`src/rtl/dmem_arbiter.sv`:
```
// Round-robin arbiter sharing one single-port data memory between a CPU port (0)
// and a debug/loader port (1); one transaction in flight, fixed read latency.
module dmem_arbiter #(
  parameter int ADDR_W  = 32,
  parameter int DATA_W  = 32,
  parameter int LATENCY = 1
) (
  input  logic              clk,
  input  logic              resetN,
  input  logic              req0,
  input  logic              we0,
  input  logic [ADDR_W-1:0] addr0,
  input  logic [DATA_W-1:0] wdata0,
  output logic              ack0,
  input  logic              req1,
  input  logic              we1,
  input  logic [ADDR_W-1:0] addr1,
  input  logic [DATA_W-1:0] wdata1,
  output logic              ack1,
  output logic [DATA_W-1:0] rdata,
  output logic              memEn,
  output logic              memWe,
  output logic [ADDR_W-1:0] memAddr,
  output logic [DATA_W-1:0] memWData,
  input  logic [DATA_W-1:0] memRData,
  output logic              busy,
  output logic              grantId
);

  typedef enum logic [1:0] {IDLE, ISSUE, WAIT, DONE} state_t;

  localparam logic [3:0] CNT_INIT = 4'(LATENCY - 1);

  state_t            state_q, state_d;
  logic [3:0]        cnt_q, cnt_d;
  logic              last_grant_q, last_grant_d;
  logic              grant_q, grant_d;
  logic              we_q, we_d;
  logic              mem_en_q, mem_en_d;
  logic              mem_we_q, mem_we_d;
  logic [ADDR_W-1:0] mem_addr_q, mem_addr_d;
  logic [DATA_W-1:0] mem_wdata_q, mem_wdata_d;
  logic [DATA_W-1:0] rdata_q, rdata_d;
  logic              ack0_q, ack0_d;
  logic              ack1_q, ack1_d;
  logic              busy_q, busy_d;
  logic              win;

  always_comb begin
    state_d      = state_q;
    cnt_d        = cnt_q;
    last_grant_d = last_grant_q;
    grant_d      = grant_q;
    we_d         = we_q;
    mem_en_d     = 1'b0;
    mem_we_d     = 1'b0;
    mem_addr_d   = mem_addr_q;
    mem_wdata_d  = mem_wdata_q;
    rdata_d      = rdata_q;
    ack0_d       = 1'b0;
    ack1_d       = 1'b0;
    // On a tie the port that did not win last time gets the grant
    win          = (req0 && req1) ? ~last_grant_q : req1;

    case (state_q)
      IDLE: begin
        if (req0 || req1) begin
          grant_d      = win;
          last_grant_d = win;
          we_d         = win ? we1 : we0;
          mem_addr_d   = win ? addr1 : addr0;
          mem_wdata_d  = win ? wdata1 : wdata0;
          mem_en_d     = 1'b1;
          mem_we_d     = win ? we1 : we0;
          state_d      = ISSUE;
        end
      end
      ISSUE: begin
        cnt_d   = CNT_INIT;
        state_d = WAIT;
      end
      WAIT: begin
        if (cnt_q == 4'd0) begin
          if (!we_q) rdata_d = memRData;
          ack0_d  = ~grant_q;
          ack1_d  = grant_q;
          state_d = DONE;
        end else begin
          cnt_d = cnt_q - 4'd1;
        end
      end
      DONE: begin
        state_d = IDLE;
      end
      default: state_d = IDLE;
    endcase

    busy_d = (state_d != IDLE);
  end

  always_ff @(posedge clk) begin
    if (!resetN) begin
      state_q      <= IDLE;
      cnt_q        <= '0;
      last_grant_q <= 1'b1;
      grant_q      <= 1'b0;
      we_q         <= 1'b0;
      mem_en_q     <= 1'b0;
      mem_we_q     <= 1'b0;
      mem_addr_q   <= '0;
      mem_wdata_q  <= '0;
      rdata_q      <= '0;
      ack0_q       <= 1'b0;
      ack1_q       <= 1'b0;
      busy_q       <= 1'b0;
    end else begin
      state_q      <= state_d;
      cnt_q        <= cnt_d;
      last_grant_q <= last_grant_d;
      grant_q      <= grant_d;
      we_q         <= we_d;
      mem_en_q     <= mem_en_d;
      mem_we_q     <= mem_we_d;
      mem_addr_q   <= mem_addr_d;
      mem_wdata_q  <= mem_wdata_d;
      rdata_q      <= rdata_d;
      ack0_q       <= ack0_d;
      ack1_q       <= ack1_d;
      busy_q       <= busy_d;
    end
  end

  assign ack0     = ack0_q;
  assign ack1     = ack1_q;
  assign rdata    = rdata_q;
  assign memEn    = mem_en_q;
  assign memWe    = mem_we_q;
  assign memAddr  = mem_addr_q;
  assign memWData = mem_wdata_q;
  assign busy     = busy_q;
  assign grantId  = grant_q;

endmodule
```
`config.mk`:
```
export PLATFORM = sky130hd
export DESIGN_NAME = dmem_arbiter
export DESIGN_NICKNAME = d
export VERILOG_FILES = /design/src/rtl/dmem_arbiter.sv
export SDC_FILE = /design/constraint.sdc
export NUM_CORES = 1
export LEC_CHECK = 0
export ABC_AREA = 1
export ABC_CLOCK_PERIOD_IN_PS = 2000
export CAP_MARGIN = 20
export CORE_MARGIN = 4
export CORE_UTILIZATION = 40
export CTS_BUF_LIST = sky130_fd_sc_hd__clkbuf_4 sky130_fd_sc_hd__clkbuf_8
export DETAILED_ROUTE_END_ITERATION = 16
export HOLD_SLACK_MARGIN = 0.15
export PLACE_DENSITY = 0.86
export REMOVE_ABC_BUFFERS = 1
export SLEW_MARGIN = 30
export SYNTH_ARGS = -nofsm -noshare
export SYNTH_HDL_FRONTEND = slang
export SYNTH_SLANG_ARGS = --single-unit
```
`constraint.sdc`:
```
create_clock -name clk -period 2 [get_ports clk]
set_input_delay 0.3 -clock clk [delete_from_list [all_inputs] [get_ports clk]]
set_output_delay 0.3 -clock clk [all_outputs]
set_load 0.01 [all_outputs]
```
# After elaboration in Yosys (flattened, before gate mapping)

Index checks and enable logic that the tools add are counted.

Register bits: 110
Output and inout bits: 102
Word-level logic and storage cells: 43

Add/sub/neg operators: 1
Eq/ne operators: 4
Muxes and demuxes: 10
Bitwise operators: 3
Reduce and logical (&&, ||, !) cells: 12

Operators by type and width:

| kind                | count |
|---|---|
| $mux 32             | 2 |
| $reduce_and 3->1    | 3 |
| $pmux 2 s4          | 1 |
| $pmux 4 s2          | 1 |
| $reduce_and 2->1    | 3 |
| $eq 2x2->1 const B  | 2 |
| $logic_not 4->1     | 1 |
| $mux 2              | 2 |
| $mux 4              | 1 |
| $reduce_bool 2->1   | 2 |
| $sub 4x1->4 const B | 1 |
| $mux 1              | 3 |
| $not 1->1           | 3 |
| $eq 2x1->1 const B  | 1 |
| $logic_not 2->1     | 1 |
| $ne 2x2->1 const B  | 1 |
| $logic_and 1x1->1   | 1 |
| $logic_or 1x1->1    | 1 |

# Longest topological paths before layout

Gate-level depths: netlist of the first run.

Depth in word-level cells: 4
Gate-level depth with buffers: 8
Mapped depth without buffers: 6

# Worst setup path before layout of the first run

Ideal clock, no wire load.

Kind: flip-flop to flip-flop
From: register state_q[0]
To: register mem_wdata_q[21], in the netlist memWData[21]
Library setup time: 0.067 ns
Arrival: 1.254 ns
Setup slack: 0.679 ns
Stages on the path, launching flop included: 8
Buffers on the path: 2
Period minus slack after synthesis: 1.321 ns
Cells stage by stage: dfxtp_1 inv_1 ha_1 a21oi_2 buf_4 buf_2 nand2_1 o21ai_2

Longest elaborated chain between the ends: 2

Ends and longest elaborated chain:

| element                    | RTL line | text |
|---|---|---|
| from (decl)                | 34       | `state_t state_q, state_d;` |
| from (signal assigned)     | 117      | `state_q <= state_d;` |
| $logic_not 2->1            | 65       | `case (state_q)` |
| $reduce_and 2->1 (no line) | n/a      |  |
| to (signal assigned)       | 125      | `mem_wdata_q <= mem_wdata_d;` |
| to (decl)                  | 42       | `logic [DATA_W-1:0] mem_wdata_q, mem_wdata_d;` |

No other way between the ends.
A chain may end at the register's enable or synchronous reset.

# Worst setup path after layout of the first run

From: register grant_q, in the netlist grantId
To: output grantId

RTL lines:

| element                | RTL line | text |
|---|---|---|
| from (decl)            | 37       | `logic grant_q, grant_d;` |
| from (signal assigned) | 120      | `grant_q <= grant_d;` |
| to (decl)              | 27       | `output logic grantId` |

No word-level cell between the ends.

==> flow_summary_export.csv, run 1 <==
group,metric,value,unit
outcome,outcome,"completed",
place,place_congestion,0.830,
worst_setup_path,path_buf_inv,1,
global_route,grtUsageMet2,36.8,%
floorplanning,die_h,119,um
detailed_routing,drc,0,
detailed_routing,post_drt_wl_per_cell,14.4,um
detailed_routing,drtIter0Drc,228,
finish,layout_commonest_cell,"clkdlybuf4s50_1",
global_route,grt_start_max_net_pins,66,
worst_setup_path,regToRegSetupSlack,400,ps
worst_setup_path,worstReg2RegEnd,"rdata[11]",
floorplanning,core_area,0.0120,sq mm
worst_setup_path,cp_slowest_cell,"clkdlybuf4s50_1",
cts,cts_sinks,110,
worst_setup_path,worstPathArrival,1350,ps
min_path,holdPathEnd,"memWData[1]",
timing,worst_pin_slew,457,ps
finish,layout_common_cells,"clkdlybuf4s50_1 (267), nand2_1 (195), dfxtp_1 (110)",
cts,ctsResizeCount,0,
floorplanning,dieWidth,119,um
detailed_routing,drtPass1Iterations,7,
synth,syn_area,0.00493,sq mm
timing,fin_skew,11.9,ps
global_route,grt_pass1_wl,23600,um
floorplanning,ios,268,
timing,rsz0062_at_grt,"false",
timing,fin_crit,1650,ps
finish,syn_to_final_growth,60.6,%
timing,relSlewSlack,69.2,%
floorplanning,start_util,41.0,%
place,io_buffers,267,
timing,hold_violations,0,
cts,htree_levels,3,
cts,tritoncts,"done",
worst_setup_path,reg2reg_depth,7,
synth,synth_top_family_by_area,"simple AND/OR/NAND/NOR gates",
synth,yosys.area_share.simple,31.6,%
worst_setup_path,crit_fanout,4,
timing,setup_tns,0,ps
synth,synth_xor_area_share,0.178,%
global_route,track_usage,20.6,%
detailed_routing,num_vias,5110,
global_route,use_met3,8.97,%
worst_setup_path,cp-start-kind,"flip-flop",
finish,fin_nets,1082,
detailed_routing,ant_nets,0,
global_route,top_usage_layer,"met2",
worst_setup_path,cp.required,1700,ps
cts,path_clk_slew,100,ps
synth,synth_edf_count,0,
synth,yosysSeqAreaShare,44.7,%
finish,num_antenna_cells,0,
power_and_ir_drop,power_density,1050,mW/mm^2
finish,drive_gt1_share,13.9,%
synth,synth_mux_area_share,0,%
min_path,hold_class,"reg -> reg",
synth,synth-compound-area-share,13.9,%
synth,synth_cell_type_count,27,
worst_setup_path,r2r_start,"cnt_q[0]",
worst_setup_path,crit_type,"reg -> out",
finish,fill_cells,1006,
place,place_area,0.00767,sq mm
cts,clk_path_buf_depth,2,
global_route,met1_usage,21.4,%
place,dp_hpwl,11700,um
worst_setup_path,path_cells,"clkdlybuf4s50_1",
min_path,hold_depth,2,
floorplanning,rows,40,
detailed_routing,routed_via_density,4.81,
power_and_ir_drop,total_power,8.32,mW
synth,synthArstFlopShare,0,%
cts,cts_setup_buffers,0,
power_and_ir_drop,ir_worst_vdd,0.551,mV
timing,min_period_over_period,82.5,%
global_route,grt_pass1_vias,4823,
power_and_ir_drop,cellLeakagePower,3.13,nW
worst_setup_path,end_kind,"output pin",
synth,yosysWarnings,0,
place,place_ws,221,ps
timing,report.final.slew_viol_count,0,
cts,cts_buffers,9,
timing,setup_violations,0,
synth,ys_ff_latch,110,
synth,syn-mean-instance-area,7.47,sq um
worst_setup_path,critPathMaxStageDelay,590,ps
global_route,gr-total-overflow,0,
timing,fmax,0.606,GHz
synth,synth_ff_type,"dfxtp_1",
cts,holdBufCountCts,0,
finish,fin_area,0.00791,sq mm
worst_setup_path,path_delay_family,"buffers and inverters",
detailed_routing,routed_wl,15300,um
global_route,antenna_found_initial,0,
synth,synthCells,660,
floorplanning,dieArea,0.0142,sq mm
synth,synth_fa_ha_area_share,1.52,%
min_path,hold_start,"memWData[1]",
cts,cts_root_buffer,"clkbuf_8",
cts,insertion_delay,380,ps
job,cap_violations,0,
timing,whs,458,ps
timing,setup_ws,350,ps
[stage by stage]
| stage | std cells | util, % |
|---|---|---|
| CTS | 1062 | 65.9 |
| global route | 1062 | 65.9 |
| finish | 1062 | 65.9 |
| floorplan | 620 | - |
| global placement | 1046 | 63.9 |
| detailed placement | 1046 | 63.9 |
[layout make-up]
class / instances / area, sq um / share of cell area [%]
Multi-Input combinational cell: 472 / 2330 / 29.4
Sequential cell: 110 / 2200 / 27.8
Timing Repair Buffer: 279 / 2810 / 35.5
Clock inverter: 4 / 77.6 / 0.980
Inverter: 38 / 143 / 1.80
Clock buffer: 12 / 165 / 2.09
Tap cell: 147 / 184 / 2.32
[power breakdown]
group          internal, mW  switching (mW)  leakage, nW
clock network         0.813           0.763        0.123
registers              2.78           0.289        0.903
logic                  1.86            1.82         2.10
total                  5.45            2.87         3.13
[cells by family after synthesis]
kind of cell	count (synthesis)
adders and majority gates	6
AOI/OAI and AO/OA	106
xor gates and xnor gates	1
and+or+nand+nor	359
buffers and inverters	78
DFF	110
[state kept, by name (all words and copies together), names as in the netlist]
name / cells
ack0: 1
ack1: 1
busy: 1
cnt_q: 4
grantId: 1
last_grant_q: 1
memAddr: 32
memEn: 1
memWData: 32
memWe: 1
rdata: 32
state_q: 2
we_q: 1
[per-layer routing]
| metal | routed length (um) | part of all wire [%] |
|---|---|---|
| met1 | 5980 | 39 |
| met2 | 7400 | 48 |
| met3 | 1650 | 11 |
| met4 | 291 | 1.9 |
| met5 | 0 | 0 |
[worst max-delay path by stage]
| stage | startpoint | to | slack [ps] | depth (start not counted) |
|---|---|---|---|---|
| after floorplan | state_q[0] | memAddr[0] | -270 | 5 |
| after detailed placement | req1 | memWData[7] | 220 | 8 |
| after CTS | memAddr[21] | memAddr[21] | 310 | 1 |
| after global placement | req1 | memWData[6] | 290 | 8 |
| after global routing | memAddr[21] | memAddr[21] | 280 | 1 |
| final | grantId | grantId | 350 | 1 |
[Yosys cell counts (2+ instances only)]
library cell	instances	area [sq um]
o21ai_0	6	30.0
inv_2	3	11.3
ha_1	6	75.1
inv_1	35	131
dfxtp_1	110	2200
buf_2	13	65.1
nand3_1	35	175
buf_8	2	30.0
o21ai_2	37	324
buf_6	6	67.6
a21oi_1	37	185
nand2_2	10	62.6
or2_2	44	275
nor2_1	71	267
buf_4	7	52.6
nand2_1	195	732
clkbuf_1	11	41.3
o21ai_1	23	115
Note: power is estimated with default switching activity, not from simulation.
==> inputs of run 2 (changes only) <==
--- a/config.mk
+++ b/config.mk
@@ -6,14 +6,14 @@
 export NUM_CORES = 1
 export LEC_CHECK = 0
 export ABC_AREA = 1
-export ABC_CLOCK_PERIOD_IN_PS = 2000
+export ABC_CLOCK_PERIOD_IN_PS = 1500
 export CAP_MARGIN = 20
 export CORE_MARGIN = 4
-export CORE_UTILIZATION = 40
+export CORE_UTILIZATION = 36
 export CTS_BUF_LIST = sky130_fd_sc_hd__clkbuf_4 sky130_fd_sc_hd__clkbuf_8
 export DETAILED_ROUTE_END_ITERATION = 16
 export HOLD_SLACK_MARGIN = 0.15
-export PLACE_DENSITY = 0.86
+export PLACE_DENSITY = 0.82
 export REMOVE_ABC_BUFFERS = 1
 export SLEW_MARGIN = 30
 export SYNTH_ARGS = -nofsm -noshare
==> constraint.sdc (replaced) <==
create_clock -name clk -period 1.5 [get_ports clk]
set_input_delay 0.225 -clock clk [delete_from_list [all_inputs] [get_ports clk]]
set_output_delay 0.225 -clock clk [all_outputs]
set_load 0.01 [all_outputs]
==> run 2 against run 1 <==
  * Die area up 10%
  * Global-route usage decreased by 1.5 points
  * Wire length up 2.0%
  * Sequential share of layout area is 0.59 points lower
  * Combinational power rose by 31%
  * Register-to-register slack got worse by 290 ps
  * Utilization decreased by 5.3 points
  * Final cell count grew 4.2%
==> flow_summary_export.csv, run 2 (synthesis gave the netlist of run 1 again) <==
group,metric,value,unit
floorplanning,dieArea,0.0156,sq mm
worst_setup_path,regToRegSetupSlack,110,ps
cts,insertion_delay,370,ps
cts,htree_levels,3,
place,dp_hpwl,11900,um
detailed_routing,drtPass1Iterations,4,
floorplanning,start_util,36.9,%
finish,drive_gt1_share,15.8,%
min_path,hold_start,"memRData[7]",
place,place_congestion,0.856,
worst_setup_path,worstReg2RegEnd,"rdata[26]",
timing,worst_pin_slew,224,ps
worst_setup_path,cp.required,1810,ps
finish,syn_to_final_growth,64.1,%
finish,layout_common_cells,"nand2_1 (195), clkdlybuf4s50_1 (165), dfxtp_1 (110)",
timing,setup_ws,113,ps
timing,fmax,0.721,GHz
detailed_routing,routed_via_density,4.55,
global_route,antenna_found_initial,1,
floorplanning,rows,42,
global_route,grt_pass1_wl,24200,um
power_and_ir_drop,power_density,1340,mW/mm^2
global_route,track_usage,19.1,%
detailed_routing,routed_wl,15600,um
timing,relSlewSlack,85.0,%
timing,hold_violations,0,
global_route,grt_start_max_net_pins,38,
worst_setup_path,r2r_start,"state_q[0]",
floorplanning,ios,268,
global_route,grt_pass1_vias,4915,
timing,setup_tns,0,ps
worst_setup_path,end_kind,"flip-flop",
timing,report.final.slew_viol_count,0,
timing,fin_skew,5.03,ps
floorplanning,die_h,125,um
detailed_routing,num_vias,5033,
cts,cts_root_buffer,"clkbuf_8",
outcome,outcome,"completed",
finish,fill_cells,1200,
cts,cts_sinks,110,
cts,cts_setup_buffers,0,
cts,cts_buffers,9,
power_and_ir_drop,cellLeakagePower,3.75,nW
detailed_routing,ant_nets,0,
worst_setup_path,crit_fanout,9,
power_and_ir_drop,ir_worst_vdd,0.541,mV
detailed_routing,drtIter0Drc,193,
finish,layout_commonest_cell,"nand2_1",
place,io_buffers,267,
worst_setup_path,cp-start-kind,"flip-flop",
worst_setup_path,crit_type,"reg -> reg",
cts,tritoncts,"done",
min_path,hold_depth,3,
floorplanning,core_area,0.0133,sq mm
detailed_routing,drc,0,
min_path,hold_class,"in -> reg",
timing,min_period_over_period,92.5,%
place,place_ws,-153,ps
worst_setup_path,reg2reg_depth,7,
cts,clk_path_buf_depth,2,
timing,setup_violations,0,
detailed_routing,post_drt_wl_per_cell,14.1,um
job,cap_violations,0,
worst_setup_path,worstPathArrival,1700,ps
finish,fin_nets,1097,
cts,path_clk_slew,110,ps
global_route,gr-total-overflow,0,
timing,fin_crit,1390,ps
floorplanning,dieWidth,125,um
min_path,holdPathEnd,"rdata[7]",
run 2: layout make-up:
cell class                 instances  area, sq um  area share (%)
antenna                            1         2.50          0.0310
clock buffer                       9          124            1.53
clock inverter                     7         97.6            1.21
inverter                          38          143            1.76
multi-input combinational        472         2360            29.2
sequential                       110         2200            27.2
tap                              176          220            2.72
timing repair buffer             294         2940            36.3
run 2: layer usage:
layer  track usage, %  wire length, um
met5                0                0
met2             33.7             7570
met3             8.36             1670
met1             20.4             6110
met4             6.19              277
run 2: timing repair:
| item | CTS | global route |
|---|---|---|
| hold buffers | 0 | 0 |
| endpoints found under the setup margin | 92 | 106 |
| resized for setup | 92 | 17 |
| cloned | 0 | 0 |
run 2: how the worst max path moves through the flow:
stage	slack [ps]	startpoint	endpoint	cells after the start
floorplan	-770	state_q[0]	memAddr[0]	5
global placement	-90	req0	memAddr[8]	8
detailed placement	-150	req1	memAddr[2]	8
CTS	0.03	rdata[0]	rdata[0]	1
global route	-10	state_q[0]	rdata[0]	7
finish	110	state_q[0]	rdata[26]	7
run 2: worst max-delay path: stages, from the launching register on:
cell	delay (ps)
dfxtp_1	350
inv_2	120
ha_4	170
nand3_1	110
inv_2	170
buf_12	140
nand3_1	120
a21oi_1	140
run 2: per-stage QoR:
stage	cell area (sq um)	instances	util, %	hold slack, ps	power, mW
after global routing	8090	1107	60.6	409	11.6
final	8090	1107	60.6	410	10.9
after floorplan	4670	620	-	310	6.37
after CTS	8030	1106	60.1	382	10.9
after detailed placement	7920	1090	59.3	443	9.41
after global placement	7920	1090	59.3	438	9.33
run 2: power by group:
group          leakage, nW  switching (mW)  internal [mW]
registers            0.903           0.364           3.70
logic                 2.74            2.52           2.28
clock network        0.106            1.05          0.947
